<file path="src/rtl/carfield_reg_mailbox.sv">
// Register-bus mailbox: TX/RX word FIFOs exposed as registers and as valid/ready streams.
// Optional interrupt registers are built when CARFIELD_MAILBOX_IRQ_EN is defined.
module carfield_reg_mailbox #(
  parameter int unsigned Depth       = 4,
  parameter int unsigned OffsetWidth = 12
) (
  input  logic        clk_i,
  input  logic        rst_i,
  input  logic [47:0] reg_addr_i,
  input  logic        reg_write_i,
  input  logic [31:0] reg_wdata_i,
  input  logic [3:0]  reg_wstrb_i,
  input  logic        reg_valid_i,
  output logic [31:0] reg_rdata_o,
  output logic        reg_error_o,
  output logic        reg_ready_o,
  output logic [31:0] tx_data_o,
  output logic        tx_valid_o,
  input  logic        tx_ready_i,
  input  logic [31:0] rx_data_i,
  input  logic        rx_valid_i,
  output logic        rx_ready_o,
  output logic        irq_o
);

  localparam int unsigned PtrW = $clog2(Depth);
  localparam int unsigned CntW = $clog2(Depth) + 1;

  localparam logic [OffsetWidth-1:0] OffTxData  = OffsetWidth'('h00);
  localparam logic [OffsetWidth-1:0] OffRxData  = OffsetWidth'('h04);
  localparam logic [OffsetWidth-1:0] OffStatus  = OffsetWidth'('h08);
  localparam logic [OffsetWidth-1:0] OffCtrl    = OffsetWidth'('h0C);
`ifdef CARFIELD_MAILBOX_IRQ_EN
  localparam logic [OffsetWidth-1:0] OffIrqEn   = OffsetWidth'('h10);
  localparam logic [OffsetWidth-1:0] OffIrqPend = OffsetWidth'('h14);
`endif

  typedef enum logic {IDLE, RESP} state_t;

  state_t state_q, state_d;

  logic [31:0]     tx_mem [Depth];
  logic [PtrW-1:0] tx_wptr, tx_rptr;
  logic [CntW-1:0] tx_count;
  logic [31:0]     rx_mem [Depth];
  logic [PtrW-1:0] rx_wptr, rx_rptr;
  logic [CntW-1:0] rx_count;

  logic [31:0] rdata_q, rdata_d;
  logic        error_q, error_d;
  logic        tx_push, tx_pop, tx_flush, rx_push, rx_pop, rx_flush;
  logic        tx_full, tx_empty, rx_full, rx_empty;
  logic        accept;
  logic [OffsetWidth-1:0] offset;
  logic [31:0] status;
  logic        unused_addr;

`ifdef CARFIELD_MAILBOX_IRQ_EN
  logic [1:0] irq_en_q;
  logic [1:0] irq_pend;
  logic       irq_en_we;
  logic       irq_q;
`endif

  assign offset      = reg_addr_i[OffsetWidth-1:0];
  assign unused_addr = ^reg_addr_i[47:OffsetWidth];
  assign accept      = (state_q == IDLE) && reg_valid_i;

  assign tx_full  = (tx_count == CntW'(Depth));
  assign tx_empty = (tx_count == '0);
  assign rx_full  = (rx_count == CntW'(Depth));
  assign rx_empty = (rx_count == '0);

  assign tx_valid_o  = !tx_empty;
  assign tx_data_o   = tx_mem[tx_rptr];
  assign tx_pop      = tx_valid_o && tx_ready_i;
  assign rx_ready_o  = !rx_full && !rst_i;
  assign rx_push     = rx_valid_i && rx_ready_o;
  assign reg_ready_o = (state_q == RESP);
  assign reg_rdata_o = rdata_q;
  assign reg_error_o = error_q;

  assign status = {8'h00, 8'(rx_count), 8'(tx_count), 4'h0,
                   rx_empty, rx_full, tx_empty, tx_full};

  always_ff @(posedge clk_i) begin
    if (rst_i) begin
      state_q <= IDLE;
      rdata_q <= '0;
      error_q <= 1'b0;
    end else begin
      state_q <= state_d;
      if (accept) begin
        rdata_q <= rdata_d;
        error_q <= error_d;
      end
    end
  end

  // Decode and side-effect strobes; full/empty here are start-of-cycle occupancy.
  always_comb begin
    state_d  = state_q;
    rdata_d  = '0;
    error_d  = 1'b0;
    tx_push  = 1'b0;
    rx_pop   = 1'b0;
    tx_flush = 1'b0;
    rx_flush = 1'b0;
`ifdef CARFIELD_MAILBOX_IRQ_EN
    irq_en_we = 1'b0;
`endif
    case (state_q)
      IDLE: if (reg_valid_i) state_d = RESP;
      RESP: state_d = IDLE;
      default: state_d = IDLE;
    endcase
    if (accept) begin
      case (offset)
        OffTxData: begin
          if (!reg_write_i || tx_full || reg_wstrb_i != 4'hF) error_d = 1'b1;
          else tx_push = 1'b1;
        end
        OffRxData: begin
          if (reg_write_i || rx_empty) error_d = 1'b1;
          else begin
            rx_pop  = 1'b1;
            rdata_d = rx_mem[rx_rptr];
          end
        end
        OffStatus: if (!reg_write_i) rdata_d = status;
        OffCtrl: begin
          if (reg_write_i) begin
            tx_flush = reg_wdata_i[0];
            rx_flush = reg_wdata_i[1];
          end
        end
`ifdef CARFIELD_MAILBOX_IRQ_EN
        OffIrqEn: begin
          if (reg_write_i) irq_en_we = reg_wstrb_i[0];
          else rdata_d = {30'h0, irq_en_q};
        end
        OffIrqPend: if (!reg_write_i) rdata_d = {30'h0, irq_pend};
`endif
        default: error_d = 1'b1;
      endcase
    end
  end

  // Flush wins over a concurrent push; a concurrent stream pop still left the FIFO.
  always_ff @(posedge clk_i) begin
    if (rst_i) begin
      for (int i = 0; i < Depth; i++) tx_mem[i] <= '0;
      tx_wptr  <= '0;
      tx_rptr  <= '0;
      tx_count <= '0;
    end else begin
      if (tx_push) tx_mem[tx_wptr] <= reg_wdata_i;
      if (tx_flush) begin
        tx_wptr  <= '0;
        tx_rptr  <= '0;
        tx_count <= '0;
      end else begin
        if (tx_push) tx_wptr <= tx_wptr + PtrW'(1);
        if (tx_pop)  tx_rptr <= tx_rptr + PtrW'(1);
        if (tx_push && !tx_pop)      tx_count <= tx_count + CntW'(1);
        else if (!tx_push && tx_pop) tx_count <= tx_count - CntW'(1);
      end
    end
  end

  always_ff @(posedge clk_i) begin
    if (rst_i) begin
      for (int i = 0; i < Depth; i++) rx_mem[i] <= '0;
      rx_wptr  <= '0;
      rx_rptr  <= '0;
      rx_count <= '0;
    end else begin
      if (rx_push) rx_mem[rx_wptr] <= rx_data_i;
      if (rx_flush) begin
        rx_wptr  <= '0;
        rx_rptr  <= '0;
        rx_count <= '0;
      end else begin
        if (rx_push) rx_wptr <= rx_wptr + PtrW'(1);
        if (rx_pop)  rx_rptr <= rx_rptr + PtrW'(1);
        if (rx_push && !rx_pop)      rx_count <= rx_count + CntW'(1);
        else if (!rx_push && rx_pop) rx_count <= rx_count - CntW'(1);
      end
    end
  end

`ifdef CARFIELD_MAILBOX_IRQ_EN
  assign irq_pend = {tx_empty, !rx_empty};
  assign irq_o    = irq_q;

  always_ff @(posedge clk_i) begin
    if (rst_i) begin
      irq_en_q <= '0;
      irq_q    <= 1'b0;
    end else begin
      if (irq_en_we) irq_en_q <= reg_wdata_i[1:0];
      irq_q <= |(irq_en_q & irq_pend);
    end
  end
`else
  assign irq_o = 1'b0;
`endif

endmodule
</file>
<file path="config.mk">
export PLATFORM = sky130hd
export DESIGN_NAME = carfield_reg_mailbox
export DESIGN_NICKNAME = d
export VERILOG_FILES = /design/src/rtl/carfield_reg_mailbox.sv
export SDC_FILE = /design/constraint.sdc
export NUM_CORES = 1
export LEC_CHECK = 0
export ABC_AREA = 1
export CAP_MARGIN = 20
export CORE_MARGIN = 8
export CORE_UTILIZATION = 57
export CTS_BUF_LIST = sky130_fd_sc_hd__clkbuf_4
export DETAILED_ROUTE_END_ITERATION = 12
export GPL_ROUTABILITY_DRIVEN = 0
export PLACE_DENSITY_LB_ADDON = 0.08
export SYNTH_ARGS = -nofsm -noshare
export SYNTH_HDL_FRONTEND = slang
export SYNTH_SLANG_ARGS = --single-unit
</file>
<file path="constraint.sdc">
create_clock -name clk_i -period 6 [get_ports clk_i]
set_input_delay 1.2 -clock clk_i [delete_from_list [all_inputs] [get_ports clk_i]]
set_output_delay 1.2 -clock clk_i [all_outputs]
set_load 0.05 [all_outputs]
</file>
==> impl_metrics.xml <==
<?xml version="1.0" encoding="UTF-8"?>
<metrics>
  <group name="clock_tree">
    <metric name="clock_tree.htree_level_count" unit="">3</metric>
    <metric name="tritoncts_num_sinks" unit="">308</metric>
    <metric name="worst_skew_pair.late_latency" unit="ns">0.67</metric>
    <metric name="clockBufferDepth" unit="">3</metric>
    <metric name="holdBufCountCts" unit="">0</metric>
    <metric name="clock_tree_from_tritoncts" unit="">yes</metric>
    <metric name="postCtsSetupRepairBufs" unit="">0</metric>
    <metric name="cts_root_buf" unit="">sky130_fd_sc_hd__clkbuf_4</metric>
    <metric name="cts-buffers-inserted" unit="">79</metric>
    <metric name="post_cts.resized_instances" unit="">0</metric>
    <metric name="path_clk_slew" unit="ns">0.07</metric>
  </group>
  <group name="layout">
    <metric name="syn2layout_area_growth" unit="%">20.6</metric>
    <metric name="layout-drive-gt1-share" unit="%">12.4</metric>
    <metric name="layout.core_utilization" unit="%">69.8</metric>
    <metric name="final_area" unit="um2">16400</metric>
    <metric name="num-nets-final" unit="">1694</metric>
  </group>
  <group name="drt">
    <metric name="num_vias" unit="">10400</metric>
    <metric name="routed_wirelength" unit="mm">32.6</metric>
    <metric name="first_iter_violations" unit="">837</metric>
    <metric name="antenna_left" unit="">0</metric>
    <metric name="drcViolationCount" unit="">0</metric>
    <metric name="vias_per_cell" unit="">5.33</metric>
    <metric name="wl_per_cell" unit="um">16.7</metric>
    <metric name="drt_pre_antenna_iters" unit="">5</metric>
  </group>
  <group name="run">
    <metric name="timing.max_cap.violations" unit="">0</metric>
  </group>
  <group name="power">
    <metric name="vdd_drop_max" unit="mV">0.176</metric>
    <metric name="power.leakage" unit="nW">6.50</metric>
    <metric name="power_density" unit="nW/um2">300</metric>
  </group>
  <group name="grt">
    <metric name="grt_first_pass_wirelength" unit="mm">51.9</metric>
    <metric name="grt-ovfl-total" unit="">0</metric>
    <metric name="vias_in_the_first_global_route" unit="">10500</metric>
    <metric name="grt_max_degree" unit="">97</metric>
    <metric name="grt_usage" unit="%">22.5</metric>
    <metric name="antenna_violations_before_repair" unit="">1</metric>
  </group>
  <group name="sta">
    <metric name="grt_setup_unrepaired" unit="">no</metric>
    <metric name="final-hold-violation-count" unit="">0</metric>
    <metric name="fin_crit" unit="ns">5.08</metric>
    <metric name="fin_setup_tns" unit="ns">0</metric>
    <metric name="finalMaxSlewViolations" unit="">0</metric>
    <metric name="timing.slew.headroom" unit="%">32.2</metric>
    <metric name="timing.final.crit_share" unit="%">84.7</metric>
    <metric name="setup_viol" unit="">0</metric>
    <metric name="clock_skew" unit="ns">0.0483</metric>
    <metric name="worst_slew_pin_slew" unit="ns">1.02</metric>
    <metric name="max_freq" unit="GHz">0.197</metric>
  </group>
  <group name="placement">
    <metric name="place.detailed.hpwl" unit="mm">18.9</metric>
    <metric name="placed_area" unit="um2">15300</metric>
    <metric name="placement.io_buffers" unit="">153</metric>
  </group>
  <group name="run_status">
    <metric name="status" unit="">complete, no violations</metric>
  </group>
  <group name="critical_path">
    <metric name="crit_end_element" unit="">output port</metric>
    <metric name="r2r.worst_path.cells" unit="">8</metric>
    <metric name="data_arrival_time_of_the_worst_path" unit="ns">3.88</metric>
    <metric name="setup.worst_path.start_class" unit="">flop</metric>
    <metric name="worst-path-max-fanout" unit="">65</metric>
    <metric name="crit-reg2reg-launch" unit="">tx_count[1]$_SDFFE_PP0P_</metric>
    <metric name="path_class" unit="">reg2out</metric>
    <metric name="timing.critical_path.required" unit="ns">4.80</metric>
  </group>
  <group name="floorplan">
    <metric name="die_area" unit="um2">29100</metric>
    <metric name="start_util" unit="%">57.9</metric>
    <metric name="die_height" unit="um">170</metric>
    <metric name="core_region_area" unit="um2">23500</metric>
    <metric name="io-pin-count" unit="">191</metric>
    <metric name="floorplan.rows" unit="">56</metric>
    <metric name="die_width" unit="um">170</metric>
  </group>
  <group name="yosys">
    <metric name="ys_seq_area_share" unit="%">64.2</metric>
    <metric name="synth_top_area_cell" unit="">sky130_fd_sc_hd__edfxtp_1</metric>
    <metric name="portion_of_synthesized_cell_area_occupied_by_the_leading_cell_type" unit="%">56.5</metric>
    <metric name="syn-cell-area" unit="um2">13600</metric>
    <metric name="yosys_register_bits" unit="">308</metric>
    <metric name="mappedNetlistNets" unit="">1523</metric>
    <metric name="netlist_top_cells_area" unit="">sky130_fd_sc_hd__edfxtp_1 57%, sky130_fd_sc_hd__nor2_1 8.5%, sky130_fd_sc_hd__dfxtp_1 7.7%</metric>
    <metric name="synth.lib_cells_used.distinct" unit="">34</metric>
    <metric name="avgSynthCellArea" unit="um2">9.73</metric>
    <metric name="yosys_warnings" unit="">0</metric>
    <metric name="post_synth_inst_count" unit="">1397</metric>
  </group>
  <group name="min_path">
    <metric name="worstHoldStart" unit="">reg_rdata_o[19]$_SDFFE_PP0P_</metric>
    <metric name="hold_critical_path_depth" unit="">2</metric>
    <metric name="worst_hold_path_type" unit="">reg2reg</metric>
  </group>
</metrics>
kinds of logic (layout without fill, tap and decap cells):
kind of cell,Yosys count,count (layout),share of synthesized area [%]
AND/OR/NAND/NOR,621,621,19.2
buffers and inverters,233,470,7.01
flip-flops,308,308,64.2
AO/OA/AOI/OAI,226,226,8.86
XOR/XNOR,4,4,0.258
adder cells (fa/ha/maj),4,4,0.478
other,1,3,0.0276
flip-flops by register name, summed over array words and instances (netlist names), named ones only:
signal,flops
tx_mem,128
rx_count,3
reg_ready_o,1
reg_error_o,1
tx_wptr,2
reg_rdata_o,32
tx_rptr,2
rx_mem,128
rx_wptr,2
rx_rptr,2
tx_count,3
path summary, 6_finish.rpt:
path / endpoint / slack [ns]
worst max-delay path: tx_data_o[0] / 0.92
worst min-delay path: reg_rdata_o[19]$_SDFFE_PP0P_ / 0.46
worst max register to register: tx_mem[0][4]$_SDFFCE_PN0P_ / 3.04
worst min register to register: reg_rdata_o[19]$_SDFFE_PP0P_ / 0.46
Yosys cell counts:
| master | count |
|---|---|
| sky130_fd_sc_hd__inv_1 | 141 |
| sky130_fd_sc_hd__fa_1 | 2 |
| sky130_fd_sc_hd__a21oi_1 | 44 |
| sky130_fd_sc_hd__o21ai_0 | 126 |
| sky130_fd_sc_hd__edfxtp_1 | 256 |
| sky130_fd_sc_hd__clkinv_1 | 1 |
| sky130_fd_sc_hd__buf_1 | 12 |
| sky130_fd_sc_hd__clkbuf_1 | 44 |
| sky130_fd_sc_hd__nor2_1 | 308 |
| sky130_fd_sc_hd__a31oi_1 | 1 |
| sky130_fd_sc_hd__nor3_1 | 66 |
| sky130_fd_sc_hd__nand4_1 | 4 |
| sky130_fd_sc_hd__nor3b_1 | 2 |
| sky130_fd_sc_hd__nand2_1 | 164 |
| sky130_fd_sc_hd__and2_1 | 1 |
| sky130_fd_sc_hd__nand3b_4 | 1 |
| sky130_fd_sc_hd__buf_4 | 4 |
| sky130_fd_sc_hd__or2_1 | 1 |
| sky130_fd_sc_hd__nor2_2 | 29 |
| sky130_fd_sc_hd__o22ai_1 | 54 |
| sky130_fd_sc_hd__nand3_2 | 1 |
| sky130_fd_sc_hd__nor2_4 | 1 |
| sky130_fd_sc_hd__conb_1 | 1 |
| sky130_fd_sc_hd__xor2_1 | 3 |
| sky130_fd_sc_hd__buf_2 | 21 |
| sky130_fd_sc_hd__ha_1 | 2 |
| sky130_fd_sc_hd__nand2_2 | 1 |
| sky130_fd_sc_hd__o211a_1 | 1 |
| sky130_fd_sc_hd__buf_6 | 5 |
| sky130_fd_sc_hd__nand3_4 | 1 |
| sky130_fd_sc_hd__dfxtp_1 | 52 |
| sky130_fd_sc_hd__nand3_1 | 41 |
| sky130_fd_sc_hd__inv_2 | 5 |
| sky130_fd_sc_hd__xnor2_1 | 1 |
worst max-delay path, cell delays in order (launching register included):
cell and delay [ns]:
sky130_fd_sc_hd__dfxtp_2 0.31, sky130_fd_sc_hd__buf_4 0.51, sky130_fd_sc_hd__clkinv_1 0.80, sky130_fd_sc_hd__buf_4 0.51, sky130_fd_sc_hd__o21ai_0 0.20, sky130_fd_sc_hd__o22ai_1 0.13
sky130_fd_sc_hd__clkdlybuf4s50_1 0.72
report_power, final:
group          switching [W]  internal, W  total [W]
logic               0.000468     0.000218   0.000686
registers          0.0000291      0.00242    0.00244
clock network       0.000819     0.000973    0.00179
metrics by stage:
| stage | hold WS [ns] | worst slack, ns | instances | power, W |
|---|---|---|---|---|
| after global routing | 0.479 | 0.633 | 1955 | 0.00514 |
| after global placement | 0.454 | 1.36 | 1805 | 0.00317 |
| after floorplan | 0.468 | 1.44 | 1397 | 0.00292 |
| final | 0.463 | 0.916 | 1955 | 0.00492 |
| after detailed placement | 0.455 | 1.29 | 1805 | 0.00318 |
| after CTS | 0.465 | 0.842 | 1952 | 0.00497 |
metal layers:
layer | global-route usage [%] | part of all wire [%] | up-vias
li1 | - | - | 5071
met5 | 0 | 0 | -
met1 | 25.9 | 39 | 4968
met2 | 41.2 | 53 | 344
met4 | 7.74 | 1.6 | 0
met3 | 4.29 | 6.5 | 42
layout by cell type, fill, tap and decap left out, drive strengths merged, types with 2 or more instances in the layout:
cell           Yosys  routed
a21oi             44      44
buf               42      23
clkbuf            44     129
clkdlybuf4s50      0     153
clkinv             1      15
dfxtp             52      52
diode              0       2
edfxtp           256     256
fa                 2       2
ha                 2       2
inv              146     150
nand2            165     165
nand3             43      43
nand4              4       4
nor2             338     338
nor3              66      66
nor3b              2       2
o21ai            126     126
o22ai             54      54
xor2               3       3
layout make-up:
cell class / count / area [um2]
fill: 1817 / 7080
inverter: 147 / 552
antenna: 2 / 5.00
clock inverter: 18 / 68.8
clock buffer: 129 / 968
tap: 319 / 399
timing repair buffer: 176 / 1720
sequential: 308 / 8730
multi-input combinational: 856 / 3950
No activity file was read; power rests on OpenSTA's default activity.
